--- src/rtl/regfile_arb_pkg.sv ---
// ============================================================================
// Package     : regfile_arb_pkg
// Description : Shared widths and requester indices for the register-file
//               write-port arbiter.
// Revision    : 1.0 - initial release
// ============================================================================
`default_nettype none

package regfile_arb_pkg;

  localparam int REG_ADDR_W = 5;
  localparam int XLEN       = 32;
  localparam int ZERO_REG   = 0;

  typedef logic req_idx_t;

  localparam req_idx_t REQ_ALU = 1'b0;
  localparam req_idx_t REQ_MEM = 1'b1;

endpackage : regfile_arb_pkg

`default_nettype wire

--- src/rtl/arb_input_buffer.sv ---
// ============================================================================
// Module      : arb_input_buffer
// Description : One-entry writeback buffer; accepts when empty or draining,
//               silently drops writes aimed at x0.
// Revision    : 1.0 - initial release
// ============================================================================
`default_nettype none

module arb_input_buffer
  import regfile_arb_pkg::*;
#(
  parameter int DATA_W = XLEN,
  parameter int ADDR_W = REG_ADDR_W
) (
  input  logic              clk,
  input  logic              reset,
  input  logic              valid_i,
  input  logic [ADDR_W-1:0] addr_i,
  input  logic [DATA_W-1:0] data_i,
  output logic              ready_o,
  input  logic              drain_i,
  output logic              buf_valid_o,
  output logic [ADDR_W-1:0] buf_addr_o,
  output logic [DATA_W-1:0] buf_data_o
);

  logic              valid_q, valid_d;
  logic [ADDR_W-1:0] addr_q, addr_d;
  logic [DATA_W-1:0] data_q, data_d;
  logic              load;

  assign ready_o = ~valid_q | drain_i;
  assign load    = valid_i & ready_o & (addr_i != ADDR_W'(ZERO_REG));

  // A load in the draining cycle overwrites the entry, so there is no bubble.
  always_comb begin
    valid_d = valid_q;
    addr_d  = addr_q;
    data_d  = data_q;
    if (load) begin
      valid_d = 1'b1;
      addr_d  = addr_i;
      data_d  = data_i;
    end else if (drain_i) begin
      valid_d = 1'b0;
    end
  end

  always_ff @(posedge clk) begin
    if (reset) begin
      valid_q <= 1'b0;
      addr_q  <= '0;
      data_q  <= '0;
    end else begin
      valid_q <= valid_d;
      addr_q  <= addr_d;
      data_q  <= data_d;
    end
  end

  assign buf_valid_o = valid_q;
  assign buf_addr_o  = addr_q;
  assign buf_data_o  = data_q;

endmodule : arb_input_buffer

`default_nettype wire

--- src/rtl/regfile_write_arbiter.sv ---
// ============================================================================
// Module      : regfile_write_arbiter
// Description : Shares the register-file write port between ALU and load
//               writeback, and flags read-after-write hazards.
//               Macro RF_ARB_ROUND_ROBIN_EN selects round-robin arbitration;
//               fixed ALU priority otherwise.
// Revision    : 1.0 - initial release
// ============================================================================
`default_nettype none

module regfile_write_arbiter
  import regfile_arb_pkg::*;
#(
  parameter int DATA_W = XLEN,
  parameter int ADDR_W = REG_ADDR_W
) (
  input  logic              clk,
  input  logic              reset,
  input  logic              req0_valid,
  output logic              req0_ready,
  input  logic [ADDR_W-1:0] req0_addr,
  input  logic [DATA_W-1:0] req0_data,
  input  logic              req1_valid,
  output logic              req1_ready,
  input  logic [ADDR_W-1:0] req1_addr,
  input  logic [DATA_W-1:0] req1_data,
  output logic              RegWrite,
  output logic [ADDR_W-1:0] write_reg_address,
  output logic [DATA_W-1:0] write_data,
  input  logic [ADDR_W-1:0] read_reg_address_1,
  input  logic [ADDR_W-1:0] read_reg_address_2,
  output logic              hazard_1,
  output logic              hazard_2,
  output logic              busy
);

  logic [1:0]        buf_valid;
  logic [1:0]        grant;
  logic [ADDR_W-1:0] buf0_addr, buf1_addr;
  logic [DATA_W-1:0] buf0_data, buf1_data;

  logic              regwrite_q, regwrite_d;
  logic [ADDR_W-1:0] waddr_q, waddr_d;
  logic [DATA_W-1:0] wdata_q, wdata_d;

  arb_input_buffer #(
    .DATA_W (DATA_W),
    .ADDR_W (ADDR_W)
  ) u_buf_alu (
    .clk         (clk),
    .reset       (reset),
    .valid_i     (req0_valid),
    .addr_i      (req0_addr),
    .data_i      (req0_data),
    .ready_o     (req0_ready),
    .drain_i     (grant[REQ_ALU]),
    .buf_valid_o (buf_valid[REQ_ALU]),
    .buf_addr_o  (buf0_addr),
    .buf_data_o  (buf0_data)
  );

  arb_input_buffer #(
    .DATA_W (DATA_W),
    .ADDR_W (ADDR_W)
  ) u_buf_mem (
    .clk         (clk),
    .reset       (reset),
    .valid_i     (req1_valid),
    .addr_i      (req1_addr),
    .data_i      (req1_data),
    .ready_o     (req1_ready),
    .drain_i     (grant[REQ_MEM]),
    .buf_valid_o (buf_valid[REQ_MEM]),
    .buf_addr_o  (buf1_addr),
    .buf_data_o  (buf1_data)
  );

`ifdef RF_ARB_ROUND_ROBIN_EN
  req_idx_t last_grant_q, last_grant_d;

  // On contention, favour whichever requester was not served last.
  always_comb begin
    grant        = buf_valid;
    last_grant_d = last_grant_q;
    if (&buf_valid) begin
      grant = (last_grant_q == REQ_ALU) ? 2'b10 : 2'b01;
    end
    if (grant[REQ_MEM]) begin
      last_grant_d = REQ_MEM;
    end else if (grant[REQ_ALU]) begin
      last_grant_d = REQ_ALU;
    end
  end

  always_ff @(posedge clk) begin
    if (reset) begin
      last_grant_q <= REQ_MEM;
    end else begin
      last_grant_q <= last_grant_d;
    end
  end
`else
  always_comb begin
    grant = {buf_valid[REQ_MEM] & ~buf_valid[REQ_ALU], buf_valid[REQ_ALU]};
  end
`endif

  always_comb begin
    regwrite_d = |grant;
    waddr_d    = waddr_q;
    wdata_d    = wdata_q;
    if (grant[REQ_ALU]) begin
      waddr_d = buf0_addr;
      wdata_d = buf0_data;
    end else if (grant[REQ_MEM]) begin
      waddr_d = buf1_addr;
      wdata_d = buf1_data;
    end
  end

  always_ff @(posedge clk) begin
    if (reset) begin
      regwrite_q <= 1'b0;
      waddr_q    <= '0;
      wdata_q    <= '0;
    end else begin
      regwrite_q <= regwrite_d;
      waddr_q    <= waddr_d;
      wdata_q    <= wdata_d;
    end
  end

  assign RegWrite          = regwrite_q;
  assign write_reg_address = waddr_q;
  assign write_data        = wdata_q;

  // A write is pending while it sits in either buffer or on the write port.
  function automatic logic pending_write(input logic [ADDR_W-1:0] raddr);
    return (raddr != ADDR_W'(ZERO_REG)) &
           ((buf_valid[REQ_ALU] & (buf0_addr == raddr)) |
            (buf_valid[REQ_MEM] & (buf1_addr == raddr)) |
            (regwrite_q & (waddr_q == raddr)));
  endfunction

  assign hazard_1 = pending_write(read_reg_address_1);
  assign hazard_2 = pending_write(read_reg_address_2);
  assign busy     = (|buf_valid) | regwrite_q;

endmodule : regfile_write_arbiter

`default_nettype wire

--- config.mk ---
export PLATFORM = sky130hd
export DESIGN_NAME = regfile_write_arbiter
export DESIGN_NICKNAME = d
export VERILOG_FILES = /design/src/rtl/regfile_arb_pkg.sv /design/src/rtl/arb_input_buffer.sv /design/src/rtl/regfile_write_arbiter.sv
export SDC_FILE = /design/constraint.sdc
export NUM_CORES = 1
export LEC_CHECK = 0
export CORE_MARGIN = 1.5
export CORE_UTILIZATION = 25
export DETAILED_ROUTE_END_ITERATION = 7
export PLACE_DENSITY_LB_ADDON = 0.05
export RECOVER_POWER = 100
export SYNTH_ARGS = -nofsm -noshare
export SYNTH_HDL_FRONTEND = slang
export SYNTH_HIERARCHICAL = 1
export SYNTH_SLANG_ARGS = --single-unit
--- constraint.sdc ---
create_clock -name clk -period 5.05 [get_ports clk]
set_clock_uncertainty 0.05 [all_clocks]
set_input_delay 0.7575 -clock clk [delete_from_list [all_inputs] [get_ports clk]]
set_output_delay 0.7575 -clock clk [all_outputs]
set_load 0.05 [all_outputs]
==> results by group <==
Status
  • Status: finished, violations left
  • Failing checks: max-capacitance violations, max-slew violations

Job
  • Maxcap violations: 1

Clock network
  • CTS tree: built
  • Number of buffers created by CTS: 17
  • Number of setup buffers added after CTS: 0
  • Post-CTS sizing: 0
  • H-tree depth: 4
  • CTS Buffer Depth: 2
  • Cts hold-fix bufs: 0
  • Clock tree sinks: 114
  • Clk pin slew, worst setup/hold paths: 0.05 ns
  • Clk root buf: clkbuf_16
  • Worst skew pair latency: 0.41 ns

Power
  • VDD IR max: 0.193 mV
  • P_leak: 3.04 nW
  • Power per cell area: roughly 340 nW/µm²

Layout
  • Final net count: 790
  • Diode count: 0
  • Share of post-route cells with drive strength above 1: 5.60%
  • Synth-to-Final Area Change: 37.0%

Floorplan
  • Die width: ~150 µm
  • Die area: roughly 23000 µm²
  • Row cnt: 54
  • Starting Density: between 20 and 30%
  • Core area: 21700 µm²
  • IO Count: around 130
  • Die Span Y: ~150 µm

Detailed routing
  • Routed len/inst: around 15 µm
  • DR iter-0 viols: around 160
  • Routed Wire Length: ~14 mm
  • DR pass1 iterations: 4
  • Vias per std cell: 4.34
  • Via count: about 4.3k
  • Residual DRC: 0
  • ANT nets after route: 0

Global route
  • Initial antenna violation count: 0
  • Remaining global-route overflow: 0
  • Vias in the first global route: 4324
  • GRT Total Usage: between 10% and 20%
  • First-pass GRT wire length: roughly 23 mm
  • Largest net degree at the start of global routing: 90

Setup path
  • Worst reg2reg startpoint: u_buf_mem/buf_valid_o
  • Req. time, crit path: between 4 and 5 ns
  • CP Capture Type: output pin
  • Kind of critical path: flop to output pin
  • Critical Path AT: 2.99 ns
  • CP startpoint kind: flop
  • Worst r2r dst: u_buf_mem/buf_data_o[15]
  • Flop-to-flop setup slack: between 1 and 1.5 ns
  • Crit-path max FO: 23
  • Reg2reg path depth: 5
  • Worst Setup SP: u_buf_mem/buf_valid_o

Hold path
  • Min-Delay Endpoint: u_buf_mem/buf_data_o[22]
  • Worst Hold Launch: u_buf_mem/buf_data_o[22]
  • Tightest Hold Check Type: flop to flop
  • Worst Hold Depth: 2

Timing
  • Max Clk Rate: 0.263 GHz
  • Slew Limit Fails: 90
  • Final Hold Vio Count: 0
  • Worst slew pin tran: 2.90 ns
  • Clock period minus final worst setup slack: 3.80 ns
  • Final Cycle Share: 75.2%
  • Fin Hold WS: 0.421 ns
  • Max-Slew Margin vs Limit: -93.6%
  • Finish-stage setup viols: 0
  • RSZ-0062 raised after global routing: no
  • Setup TNS: 0 ns

Yosys
  • Ys flop type: dfxtp_1
  • Area fraction of the dominant cell type after synthesis: between 40% and 50%
  • Synthesized Nets: 676
  • Unique cell type count in the Yosys netlist: 23
  • Top cells by count, synth: 144 x nand2b_1, 114 x dfxtp_1, 105 x mux2i_1
  • Post-synthesis async set-or-reset flop share: 0%
  • Synthesized cell area: roughly 5500 µm²
  • Top-count cell post-synth: nand2b_1
  • Mean post-synth cell area: a little over 9 µm²
  • Synth warn: 6
  • Cell taking the most area after synthesis: dfxtp_1
  • Number of flops mapped to enable cells by yosys: 0
  • Synth Instances: 588
  • Top cells by area, synth: dfxtp_1 42%, mux2i_1 19%, nand2b_1 16%
  • Synth Register Bits: 114
  • Seq/Total Area, Yosys: 41.6%

Placement
  • GP Congestion: 0.727
  • IO buf count: 130
  • Post-DP HPWL: 9.80 mm
## layer usage
metal / global-route usage (%) / vias up / routed length [µm] / part of all wire (%)
li1: - / 2182 / - / -
met1: 15.6 / 2017 / 6500 / 45
met2: 22.0 / 104 / 6840 / 47
met3: 5.00 / 14 / 902 / 6.3
met4: 4.13 / 0 / 181 / 1.3
met5: 0 / - / 0 / 0
## layout by cell type (no fill, tap or decap), drive strengths merged
cell and count:
clkbuf 23, o21ai 8, buf 5, a32oi 2
clkinv 7, or4 4, a21oi 41, nor2b 1
nand2b 144, and2 2, xnor2 6, xor2 24
nand4b 6, dlygate4sd3 43, or3 1, bufinv 3
clkdlybuf4s50 86, mux2i 105, nand3 2, nor2 78
dfxtp 114, clkinvlp 1, o211a 2, nor4 6
## worst max-delay path: stages (launching register included)
cell and delay [ns]:
dfxtp_1 1.18, nor2b_1 0.21, nand2b_1 0.23, dlygate4sd3_1 0.95
## sequential cells by signal, indices dropped and copies added (netlist names)
signal / count
u_buf_mem/buf_valid_o: 1
u_buf_mem/buf_data_o: 32
RegWrite: 1
u_buf_mem/buf_addr_o: 5
u_buf_alu/buf_addr_o: 5
u_buf_alu/buf_valid_o: 1
write_reg_address: 5
u_buf_alu/buf_data_o: 32
write_data: 32
## power by group
part	total [W]	switching, W	leakage, nW	internal [W]
clock	0.00120	0.000408	0.295	0.000793
sequential	0.00101	0.0000489	0.934	0.000957
combinational	0.000380	0.000194	1.81	0.000186
total	0.00259	0.000651	3.04	0.00194
## layout make-up
| class | instances | area, µm² |
|---|---|---|
| clock buffers | 20 | 457 |
| clock inverters | 11 | 136 |
| multi-input cells | 432 | 2950 |
| repair buffers | 137 | 1340 |
| flip-flops and latches | 114 | 2280 |
| fillers | 2239 | 14200 |
| well taps | 280 | 350 |
## worst max-delay path by stage
stage | to | cells after the start | slack (ns)
6_report | req1_ready | 3 | 1.25
2_1_floorplan | hazard_2 | 4 | 2.17
5_1_grt | u_buf_mem/buf_addr_o[0] | 4 | 0.75
4_1_cts | hazard_1 | 6 | 1.33
3_5_place_dp | hazard_1 | 6 | 1.32
3_3_place_gp | hazard_1 | 6 | 1.40
## kinds of logic (layout without fill, tap and decap cells)
family                 Yosys count  after routing  share of synthesized area (%)
AO/OA/AOI/OAI                   53             53                           5.15
multiplexers                   105            105                           19.2
flip-flops                     114            114                           41.6
buffers and inverters           42            168                           4.63
XOR/XNOR                        30             30                           4.79
AND/OR/NAND/NOR                244            244                           24.7
## metrics by stage
stage	cell area (µm²)	cells	power, W	util [%]	setup slack [ns]
detailed placement	6940	963	0.00142	32.0	1.32
global placement	6940	963	0.00141	32.0	1.40
finish	7520	994	0.00259	34.7	1.25
CTS	7530	994	0.00264	34.7	1.33
floorplan	5490	588	0.00126	-	2.17
global route	7520	994	0.00272	34.7	0.748
Note: power is estimated with default switching activity, not from simulation.
